## config.mk

```make
export PLATFORM = sky130hd
export DESIGN_NAME = sort_stream_out
export DESIGN_NICKNAME = d
export VERILOG_FILES = /design/src/rtl/sort_pkg.sv /design/src/rtl/sort_stream_out_rise_detect.sv /design/src/rtl/sort_stream_out.sv
export SDC_FILE = /design/constraint.sdc
export NUM_CORES = 1
export LEC_CHECK = 0
export CELL_PAD_IN_SITES_DETAIL_PLACEMENT = 1
export CELL_PAD_IN_SITES_GLOBAL_PLACEMENT = 1
export CORE_UTILIZATION = 47
export DETAILED_ROUTE_END_ITERATION = 8
export DONT_BUFFER_PORTS = 1
export GPL_TIMING_DRIVEN = 1
export MAX_ROUTING_LAYER = met4
export PLACE_DENSITY = 0.88
export SYNTH_ARGS = -nofsm -noshare
export SYNTH_HDL_FRONTEND = slang
export SYNTH_HIERARCHICAL = 1
export SYNTH_SLANG_ARGS = --single-unit
```

## constraint.sdc

```tcl
create_clock -name clk_i -period 2.8 [get_ports clk_i]
set_clock_uncertainty 0.15 [all_clocks]
set_input_delay 0.42 -clock clk_i [delete_from_list [all_inputs] [get_ports clk_i]]
set_output_delay 0.42 -clock clk_i [all_outputs]
set_load 0.005 [all_outputs]
```

## src/rtl/sort_pkg.sv

```systemverilog
// Constants and FSM state type shared by the bubble-sort datapath blocks.
package sort_pkg;

    localparam int N_ELEM = 10;
    localparam int DATA_W = 4;

    typedef enum logic [1:0] {
        IDLE   = 2'd0,
        STREAM = 2'd1,
        DONE   = 2'd2
    } stream_state_e;

endpackage

```

## src/rtl/sort_stream_out_rise_detect.sv

```systemverilog
// Turns a level-style completion flag into a single-cycle rise strobe.
module rise_detect (
    input  logic clk_i,
    input  logic rst_ni,
    input  logic level_i,
    output logic rise_o
);

    logic level_q;

    // Resetting to 0 makes a flag already high at reset release count as a rise.
    always_ff @(posedge clk_i or negedge rst_ni) begin
        if (!rst_ni) begin
            level_q <= 1'b0;
        end else begin
            level_q <= level_i;
        end
    end

    assign rise_o = level_i & ~level_q;

endmodule

```

## src/rtl/sort_stream_out.sv

```systemverilog
// Captures the sorter's parallel result and streams it out over valid/ready,
// flagging any element smaller than its predecessor.
module sort_stream_out #(
    parameter int N_ELEM = sort_pkg::N_ELEM,
    parameter int DATA_W = sort_pkg::DATA_W
) (
    input  logic                     clk_i,
    input  logic                     rst_ni,
    input  logic                     sort_done_i,
    input  logic [N_ELEM*DATA_W-1:0] array_i,
    output logic [DATA_W-1:0]        data_o,
    output logic                     valid_o,
    input  logic                     ready_i,
    output logic                     last_o,
    output logic                     busy_o,
    output logic                     done_o,
    output logic                     order_err_o
);

    import sort_pkg::*;

    localparam int IDX_W = (N_ELEM > 1) ? $clog2(N_ELEM) : 1;
    localparam logic [IDX_W-1:0] LAST_IDX = IDX_W'(N_ELEM - 1);

    stream_state_e     state;
    logic [IDX_W-1:0]  idx;
    logic [IDX_W-1:0]  idx_next;
    logic [DATA_W-1:0] prev;
    logic [DATA_W-1:0] elem_buf [N_ELEM];
    logic              rise;

    rise_detect u_rise_detect (
        .clk_i   (clk_i),
        .rst_ni  (rst_ni),
        .level_i (sort_done_i),
        .rise_o  (rise)
    );

    assign idx_next = idx + IDX_W'(1);

    // Outputs are loaded one element ahead so nothing depends combinationally on ready_i.
    always_ff @(posedge clk_i or negedge rst_ni) begin
        if (!rst_ni) begin
            state       <= IDLE;
            idx         <= '0;
            prev        <= '0;
            data_o      <= '0;
            valid_o     <= 1'b0;
            last_o      <= 1'b0;
            busy_o      <= 1'b0;
            done_o      <= 1'b0;
            order_err_o <= 1'b0;
            for (int k = 0; k < N_ELEM; k++) begin
                elem_buf[k] <= '0;
            end
        end else begin
            case (state)
                IDLE: begin
                    if (rise) begin
                        for (int k = 0; k < N_ELEM; k++) begin
                            elem_buf[k] <= array_i[k*DATA_W +: DATA_W];
                        end
                        idx         <= '0;
                        prev        <= '0;
                        order_err_o <= 1'b0;
                        data_o      <= array_i[0 +: DATA_W];
                        valid_o     <= 1'b1;
                        last_o      <= (LAST_IDX == '0);
                        busy_o      <= 1'b1;
                        state       <= STREAM;
                    end
                end
                STREAM: begin
                    if (ready_i) begin
                        if ((idx != '0) && (elem_buf[idx] < prev)) begin
                            order_err_o <= 1'b1;
                        end
                        prev <= elem_buf[idx];
                        if (idx == LAST_IDX) begin
                            data_o  <= '0;
                            valid_o <= 1'b0;
                            last_o  <= 1'b0;
                            done_o  <= 1'b1;
                            state   <= DONE;
                        end else begin
                            idx    <= idx_next;
                            data_o <= elem_buf[idx_next];
                            last_o <= (idx_next == LAST_IDX);
                        end
                    end
                end
                DONE: begin
                    done_o <= 1'b0;
                    busy_o <= 1'b0;
                    state  <= IDLE;
                end
                default: begin
                    data_o  <= '0;
                    valid_o <= 1'b0;
                    last_o  <= 1'b0;
                    busy_o  <= 1'b0;
                    done_o  <= 1'b0;
                    state   <= IDLE;
                end
            endcase
        end
    end

endmodule

```

==> results.sh, run 1 <==
export IMPL_grt_overflow_total=0
export IMPL_drt_iter0_markers=170
export IMPL_use_met3_pct=4.550
export IMPL_synth_area_sq_mm=0.003396
export IMPL_status="completed"
export IMPL_drive_gt1_share_pct=11.57
export IMPL_min_path_type="primary input to register"
export IMPL_routabilityCongestion=0.9371
export IMPL_cts_sinks=60
export IMPL_drv_slew=0
export IMPL_ir_worst_vdd_mv=0.4971
export IMPL_p_leak_nw=1.830
export IMPL_synth_seq_cells=60
export IMPL_die_x_um=87
export IMPL_synth_top_area_share_pct=44.22
export IMPL_die_h_um=87
export IMPL_drt_vias_per_instance=5.620
export IMPL_pin_count=53
export IMPL_use_met2_pct=43.38
export IMPL_synthArstFlopShare_pct=100.0
export IMPL_io_buffers=0
export IMPL_place_area_sq_mm=0.003532
export IMPL_clockRootBuffer="clkbuf_8"
export IMPL_wl_per_cell_um=18.14
export IMPL_fin_crit_sh_pct=89.26
export IMPL_yosysUniqueCellTypes=47
export IMPL_postLayoutCellArea_sq_mm=0.003774
export IMPL_cts_made_buffers=9
export IMPL_max_freq_mhz=400.1
export IMPL_yosys_area_share_simple_pct=27.75
export IMPL_met1_usage_pct=36.97
export IMPL_post_route_util_pct=54.94
export IMPL_core_rowCount=30
export IMPL_fin_crit_ns=2.499
export IMPL_p_per_area_mw_per_mm2=1288
export IMPL_critical_path_max_fanout=10
export IMPL_crit_path_start_kind="register"
export IMPL_vias=2872
export IMPL_worstPathArrival_ns=2.63
export IMPL_path_clk_slew_ns=0.07
export IMPL_ant_nets=0
export IMPL_synth_edf_count=0
export IMPL_finalSetupTns_ns=0
export IMPL_routed_wl_um=9271
export IMPL_rsz0062_at_grt="no"
export IMPL_max_cap_viol_count=0
export IMPL_antenna_cells=0
export IMPL_setup_violations=0
export IMPL_first_global_vias=3085
export IMPL_worstSkewPairLatency_ns=0.33
export IMPL_htree_levels=3
export IMPL_grt_max_degree=61
export IMPL_cp_required_ns=2.93
export IMPL_yosysMostFrequentCell="nand2_1"
export IMPL_synth_area_mux_share_pct=10.06
export IMPL_finalHoldViolCount=0
export IMPL_start_util_pct=49.44
export IMPL_dr_pass1_iters=5
export IMPL_synth_top_area_cell="dfrtp_1"
export IMPL_cts_tree="built"
export IMPL_yosys_area_share_adder_pct=2.579
export IMPL_finalNetCount=461
export IMPL_dp_final_hpwl_um=6768
export IMPL_synth_xor_area_share_pct=1.253
export IMPL_syn_num_nets=452
export IMPL_ys_flop_type="dfrtp_1"
export IMPL_grt_pass1_wl_um=15500
export IMPL_core_area_sq_mm=0.006869
export IMPL_ctsLongestPathBuffers=2
export IMPL_worst_setup_path_type="register to register"
export IMPL_whs_ns=0.04164
export IMPL_syn2layout_area_growth_pct=11.13
export IMPL_grtUsageTotal_pct=28.15
export IMPL_synth_compound_area_share_pct=9.764
export IMPL_relSlewSlack_pct=33.57
export IMPL_yosysSeqAreaShare_pct=44.22
export IMPL_synth_area_leaders="dfrtp_1 44%, nand2_1 18%, mux2i_1 6.2%"
export IMPL_synth_top_family_by_area="simple AND/OR/NAND/NOR gates"
export IMPL_ys_warn_count=6
export IMPL_end_kind="register"
export IMPL_antenna_found_initial=0
export IMPL_busiest_layer="met2"
export IMPL_syn_avg_cell_area_sq_um=8.468
export IMPL_netlist_instances=401
export IMPL_worst_slew_pin_transition_ns=0.9894
export IMPL_route_detailed_drc=0
export IMPL_die_area_sq_mm=0.007569
export IMPL_synthTopCellsByCount="163 x nand2_1, 60 x dfrtp_1, 21 x mux2i_1"
## stage by stage
stage	total power (W)	setup slack (ns)	cells
after floorplan	0.003273	0.4687	401
after CTS	0.004856	0.3050	511
after global routing	0.005241	0.08490	511
final	0.004860	0.3008	511
after detailed placement	0.004012	0.3048	492
after global placement	0.003888	0.4356	492
## cell usage in the layout, fill, tap and decap left out, types with 2 or more instances in the layout
cell,n
a22o_1,2
dfrtp_1,60
clkinv_2,2
nor3_1,2
ha_1,7
a41oi_1,4
xnor2_1,3
o221a_2,3
clkbuf_1,2
mux4_1,2
inv_1,8
and2_1,2
nand4_1,7
dlygate4sd3_1,2
mux2_2,7
buf_4,18
a21oi_1,13
a21o_1,2
nand3_1,14
nor2b_1,9
clkbuf_8,10
o221ai_1,3
nor2_1,14
mux2i_1,21
o21ai_0,11
nand2_1,163
## where the power goes
| group | switching, W | total (W) | internal [W] |
|---|---|---|---|
| clock | 0.000333 | 0.000767 | 0.000434 |
| combinational | 0.00142 | 0.00246 | 0.00104 |
| sequential | 0.000374 | 0.00163 | 0.00126 |
| total | 0.00213 | 0.00486 | 0.00273 |
## kinds of logic after synthesis
family	Yosys count
compound gates	48
xor+xnor	4
fa+ha+maj	7
buf+inv	31
flops	60
mux	30
simple gates	221
## flip-flops by register name, indices dropped and copies added, names as in the netlist
name / flops
busy_o: 1
data_o: 4
done_o: 1
elem_buf: 40
idx: 4
last_o: 1
order_err_o: 1
prev: 4
state: 2
u_rise_detect/level_q: 1
valid_o: 1
## worst paths after layout
check | from | endpoint | slack [ns] | depth (start not counted)
max in group asynchronous | rst_ni | elem_buf[35] | 1.77 | 2
hold reg to reg | elem_buf[0] | elem_buf[0] | 0.36 | 2
setup / recovery | idx[1] | order_err_o | 0.30 | 7
min in group asynchronous | rst_ni | last_o | 0.48 | 2
hold / removal | array_i[16] | elem_buf[20] | 0.04 | 2
setup reg to reg | idx[1] | order_err_o | 0.30 | 7
## critical path, stage by stage (launching register included)
cell,delay [ns]
dfrtp_1,0.42
buf_4,0.21
or3b_1,0.44
o21ai_0,0.27
ha_1,0.32
a221oi_1,0.30
and3_1,0.19
a32o_1,0.15
## timing repair
action / 4_1_cts / 5_1_grt
buffers inserted: 0 / 0
resized for setup: 0 / 0
setup endpoints to repair: 0 / 0
hold endpoints to repair: 61 / 0
hold buffers: 3 / 0
## layout make-up
cell class	count	area (sq um)
inverters	8	30.03
repair buffers	21	182.7
clock buffers	12	145.1
well taps	96	120.1
multi-input cells	310	1745
flip-flops and latches	60	1501
clock inverters	4	48.80
fillers	831	3095
## routing by layer
layer  vias to the layer above  routed length, um
li1                       1364                  -
met1                      1413               4317
met2                        71               4347
met3                        24                349
met4                         0                257
met5                         -                  0
Note: power is estimated with default switching activity, not from simulation.
==> run 2, diff against run 1 <==
--- a/config.mk
+++ b/config.mk
@@ -7,12 +7,12 @@
 export LEC_CHECK = 0
 export CELL_PAD_IN_SITES_DETAIL_PLACEMENT = 1
 export CELL_PAD_IN_SITES_GLOBAL_PLACEMENT = 1
-export CORE_UTILIZATION = 47
+export CORE_UTILIZATION = 35
 export DETAILED_ROUTE_END_ITERATION = 8
 export DONT_BUFFER_PORTS = 1
 export GPL_TIMING_DRIVEN = 1
 export MAX_ROUTING_LAYER = met4
-export PLACE_DENSITY = 0.88
+export PLACE_DENSITY = 0.7
 export SYNTH_ARGS = -nofsm -noshare
 export SYNTH_HDL_FRONTEND = slang
 export SYNTH_HIERARCHICAL = 1
==> results.sh, run 2 (synthesis results as in run 1) <==
export IMPL_fin_crit_sh_pct=93.23
export IMPL_crit_chain="buf_4 -> mux2i_1 -> o21ai_0 -> ha_1 -> or3b_2 -> o2111ai_1 -> a32o_1"
export IMPL_die_x_um=100.5
export IMPL_hold_start="array_i[24]"
export IMPL_worstSkewPairLatency_ns=0.34
export IMPL_critical_path_max_fanout=17
export IMPL_reg2reg_depth=7
export IMPL_core_area_sq_mm=0.009328
export IMPL_reg2reg_slack_ns=0.19
export IMPL_dp_cells=521
export IMPL_worstPathArrival_ns=2.75
export IMPL_path_clk_slew_ns=0.08
export IMPL_cts_made_buffers=9
export IMPL_max_freq_mhz=383.1
export IMPL_routabilityCongestion=0.8920
export IMPL_io_buffers=0
export IMPL_ff_latch_area_sq_mm=0.001503
export IMPL_pin_count=53
export IMPL_multiInputGateArea_sq_mm=0.001745
export IMPL_finalNonFillerCells=538
export IMPL_grt_pass1_wl_um=15920
export IMPL_grt_overflow_total=0
export IMPL_reg2reg_to="order_err_o"
export IMPL_ir_worst_vdd_mv=0.4015
export IMPL_start_util_pct=36.41
export IMPL_cts_setup_buffers=0
export IMPL_dr_pass1_iters=4
export IMPL_largest_register="elem_buf"
export IMPL_htree_levels=3
export IMPL_finalNetCount=457
export IMPL_slowest_delay_ns=0.68
export IMPL_wl_per_cell_um=17.92
export IMPL_relSlewSlack_pct=52.97
export IMPL_ant_nets=0
export IMPL_p_per_area_mw_per_mm2=1280
export IMPL_vias=2852
export IMPL_route_detailed_drc=0
export IMPL_cts_sinks=60
export IMPL_slowest_stage="dfrtp_1"
export IMPL_syn2layout_area_growth_pct=11.94
export IMPL_fin_crit_ns=2.610
export IMPL_die_area_sq_mm=0.01010
export IMPL_finalHoldViolCount=0
export IMPL_antenna_found_initial=0
export IMPL_largest_reg_flops=40
export IMPL_core_rowCount=35
export IMPL_crit_path_start_kind="register"
export IMPL_worstHoldEndpoint="elem_buf[12]"
export IMPL_cp_required_ns=2.94
export IMPL_r2r_start="idx[0]"
export IMPL_end_kind="register"
export IMPL_max_cap_viol_count=0
export IMPL_cts_tree="built"
export IMPL_status="completed"
export IMPL_drive_gt1_share_pct=11.00
export IMPL_finalSetupTns_ns=0
export IMPL_drv_slew=0
export IMPL_clockRootBuffer="clkbuf_8"
export IMPL_die_h_um=100.5
export IMPL_fillers=1092
export IMPL_p_leak_nw=1.817
export IMPL_drt_vias_per_instance=5.301
export IMPL_layout_common_cells="163 x nand2_1, 59 x dfrtp_1, 21 x mux2i_1"
export IMPL_grtUsageTotal_pct=21.45
export IMPL_rsz0062_at_grt="no"
export IMPL_final_common_cell="nand2_1"
export IMPL_grt_max_degree=61
export IMPL_ctsLongestPathBuffers=2
export IMPL_antenna_cells=0
export IMPL_worst_setup_path_type="register to register"
export IMPL_first_global_vias=3073
export IMPL_min_path_type="primary input to register"
export IMPL_setup_violations=0
export IMPL_worst_slew_pin_transition_ns=0.7004
export IMPL_hold_depth=2
export IMPL_routed_wl_um=9641
export IMPL_drt_iter0_markers=204
export IMPL_dp_final_hpwl_um=7012
## run 2: cell types whose count changed in the layout (fill, tap and decap cells not counted), sizes merged
cell,delta
buf,-4
clkinv,-3
clkbuf,+1
## run 2: routing by layer
layer  track usage (%)  part of all wire, %  vias up
li1                  -                    -     1359
met1             28.03                   46     1424
met2             33.83                   50       59
met3             3.121                  3.4       10
met4             8.138                 0.99        0
met5                 -                    0        -
## run 2: repair_timing
action,in CTS,in global routing
endpoints found under the hold margin,61,0
gates resized for setup,0,1
hold buffers,3,0
endpoints found under the setup margin,0,1
## run 2: cell type report
type / instances / share of cell area (%)
timing repair buffer: 17 / 4.016
clock inverter: 1 / 0.7900
inverter: 8 / 0.7900
clock buffer: 13 / 4.707
sequential: 60 / 39.53
tap: 129 / 4.246
multi-input combinational: 310 / 45.92
## run 2: worst max path at each step
| stage | start | endpoint | depth (start not counted) |
|---|---|---|---|
| finish | idx[0] | order_err_o | 7 |
| detailed placement | idx[0] | order_err_o | 7 |
| global placement | idx[0] | order_err_o | 7 |
| CTS | idx[0] | order_err_o | 7 |
| floorplan | idx[1] | data_o[1] | 9 |
| global route | idx[0] | order_err_o | 7 |
## run 2: worst max-delay path, delay by kind of cell, from the launching register on
kind	cells	cell delay (ns)
AO/OA/AOI/OAI	3	0.46
adder cells (fa/ha/maj)	1	0.22
buffers and inverters	1	0.31
flip-flops	1	0.68
multiplexers	1	0.25
AND/OR/NAND/NOR	1	0.47
## run 2: metrics by stage
stage / instance area, sq um / setup slack [ns] / total power [W] / utilization, % / hold WS [ns]
global route: 3801 / 0.05055 / 0.005253 / 40.75 / 0.03071
floorplan: 3396 / 0.4687 / 0.003273 / - / -0.02559
CTS: 3800 / 0.1835 / 0.004884 / 40.74 / 0.02204
finish: 3801 / 0.1895 / 0.004865 / 40.75 / 0.03671
global placement: 3543 / 0.2748 / 0.003900 / 37.99 / -0.02250
detailed placement: 3543 / 0.1988 / 0.003990 / 37.99 / -0.02236
## run 2: report_power, final
part           switching (W)  leakage, nW  internal (W)  total [W]
Clock               0.000335        0.108      0.000499   0.000834
Sequential          0.000442        0.741       0.00126    0.00170
Combinational        0.00133        0.969       0.00101    0.00233
Total                0.00211         1.82       0.00276    0.00487
==> RTL change: new RTL, settings of run 1 <==
Register the output `order_err_o` once more, with the module's reset; this adds one clock of latency there. The other outputs are not delayed to match.
--- a/src/rtl/sort_stream_out.sv
+++ b/src/rtl/sort_stream_out.sv
@@ -22,4 +22,6 @@
     localparam int IDX_W = (N_ELEM > 1) ? $clog2(N_ELEM) : 1;
     localparam logic [IDX_W-1:0] LAST_IDX = IDX_W'(N_ELEM - 1);
+
+    logic order_err_s0;
 
     stream_state_e     state;
@@ -50,5 +52,5 @@
             busy_o      <= 1'b0;
             done_o      <= 1'b0;
-            order_err_o <= 1'b0;
+            order_err_s0 <= 1'b0;
             for (int k = 0; k < N_ELEM; k++) begin
                 elem_buf[k] <= '0;
@@ -63,5 +65,5 @@
                         idx         <= '0;
                         prev        <= '0;
-                        order_err_o <= 1'b0;
+                        order_err_s0 <= 1'b0;
                         data_o      <= array_i[0 +: DATA_W];
                         valid_o     <= 1'b1;
@@ -74,5 +76,5 @@
                     if (ready_i) begin
                         if ((idx != '0) && (elem_buf[idx] < prev)) begin
-                            order_err_o <= 1'b1;
+                            order_err_s0 <= 1'b1;
                         end
                         prev <= elem_buf[idx];
@@ -107,4 +109,12 @@
     end
 
+    always_ff @(posedge clk_i or negedge rst_ni) begin
+        if (!rst_ni) begin
+            order_err_o <= '0;
+        end else begin
+            order_err_o <= order_err_s0;
+        end
+    end
+
 endmodule
 
Formal check against the unedited RTL: not equivalent (a bounded check fails within 4 cycles, from zero or initial values and one cycle with rst_ni low).
==> RTL change against run 1 <==
Wire length decreased by 2.5%; sequential share of layout area grew 1.9 points; largest cell class unchanged; sequential power up 7%; final area down 2.9%; fmax down 5.8%; non-clock buffer count down 12; area after synthesis shrank 2.4%; critical path type unchanged; clock power is 8.9% higher; worst setup slack worse by 0.15 ns; sequential cell count increased by 1; total power down 3.6%; synthesized cell count decreased by 14%; count of clock-buffer cells in the layout decreased by 1.
==> RTL change: results (changes against run 1) <==
.. list-table::
   :header-rows: 1

   * - Metric
     - Value
   * - Post-Synthesis Cells
     - 343 (-14%)
   * - Net Sw Frac
     - 40.49% (-3.3 points)
   * - Total number of vias
     - 2,638 (-8.1%)
   * - Ratio of cells with drive above 1 in the final layout
     - 13.83% (+2.3 points)
   * - Post-synth top cells
     - sky130_fd_sc_hd__nand2_1, sky130_fd_sc_hd__dfrtp_1, sky130_fd_sc_hd__mux2i_1
   * - Max_slew headroom
     - 46.50% (+13 points)
   * - Global-route wire length before repair
     - 14,450 µm (-6.8%)
   * - Worst reg2reg endpoint
     - order_err_s0
   * - GRT Overall Usage
     - 27.48% (-0.67 points)
   * - Syn nets
     - 394 (-13%)
   * - Routed wirelength normalized by instance count
     - 20.41 µm (+12%)
   * - Worst IR Drop VDD
     - 528.4 µV (+6.3%)
   * - Critical path startpoint
     - idx[0]
   * - Leakage component of the power
     - 1.728 nW (-5.6%)
   * - Final Wtd Congestion
     - 0.8842 (-5.6%)
   * - Max Fanout on Critical Path
     - 14 (+4)
   * - Non-filler cells, final
     - 443 (-13%)
   * - Starting DRT DRC Count
     - 235 (+38%)
   * - Data arrival at the endpoint of the critical path
     - 2.79 ns (+0.16 ns)
   * - Sequential cell area fraction in the yosys report
     - 46.06% (+1.8 points)
   * - Hold endpoint
     - elem_buf[2]
   * - Top cells by area in the synthesized netlist
     - sky130_fd_sc_hd__dfrtp_1, sky130_fd_sc_hd__nand2_1, sky130_fd_sc_hd__mux4_2, sky130_fd_sc_hd__mux2i_1, sky130_fd_sc_hd__ha_1
   * - Worst-case register-to-register setup slack
     - 0.15 ns (-0.15 ns)
   * - Met1 Routed Length
     - 3492 µm (-19%)
   * - Count of TritonRoute iterations in the first routing pass
     - 4 (-1)
   * - Met3 WL
     - 570 µm (+63%)
   * - Run status
     - complete, no violations
   * - Worst-path cell with the longest stage delay
     - sky130_fd_sc_hd__dfrtp_1
   * - Post-Place Worst Slack
     - 0.1834 ns (-0.1214 ns)
   * - Maximum number of pins on one net before global-route repair
     - 62 (+1.6%)
   * - Met2 wire length
     - 4704 µm (+8.2%)
-- RTL change: cell types whose count changed after synthesis, moves of 5 or more --
| cell | delta |
|---|---|
| sky130_fd_sc_hd__mux4_2 | +13 |
| sky130_fd_sc_hd__mux2i_1 | -7 |
| sky130_fd_sc_hd__nor3_1 | +5 |
| sky130_fd_sc_hd__a21oi_1 | -7 |
| sky130_fd_sc_hd__nor2_1 | -5 |
| sky130_fd_sc_hd__nor2b_1 | -6 |
| sky130_fd_sc_hd__nand3_1 | -10 |
| sky130_fd_sc_hd__nand4_1 | -7 |
| sky130_fd_sc_hd__nand2_1 | -35 |
| sky130_fd_sc_hd__nand2b_1 | +5 |
-- RTL change: cell type report --
cell class                      count  area (µm²)
Timing Repair Buffer                9       117.6
Inverter                           10       37.54
Clock inverter                      5       58.81
Tap cell                           96       120.1
Sequential cell                    61        1526
Multi-Input combinational cell    251        1654
Clock buffer                       11       151.4
Fill cell                         755        3128
-- RTL change: stage by stage --
stage | area, µm² | total power, mW
after floorplan | 3314 | 3.187
after global placement | 3408 | 3.614
after detailed placement | 3408 | 3.788
after CTS | 3666 | 4.680
after global routing | 3666 | 4.986
final | 3666 | 4.687
-- RTL change: cell families after synthesis --
logic type,share of synthesized area (%)
mux,15.55
fa+ha+maj,2.642
xor+xnor,0.5286
buf+inv,4.228
simple gates,21.90
compound gates,9.098
flops,46.05
-- RTL change: repair_timing --
item                                   CTS  global route
buffers inserted                         0             0
hold buffers                             3             0
endpoints found under the hold margin   62             0
-- RTL change: layer usage --
layer | track usage (%) | up-vias
met5 | - | -
met4 | 12.42 | 0
met3 | 7.700 | 25
met2 | 45.09 | 94
met1 | 31.31 | 1341
li1 | - | 1178
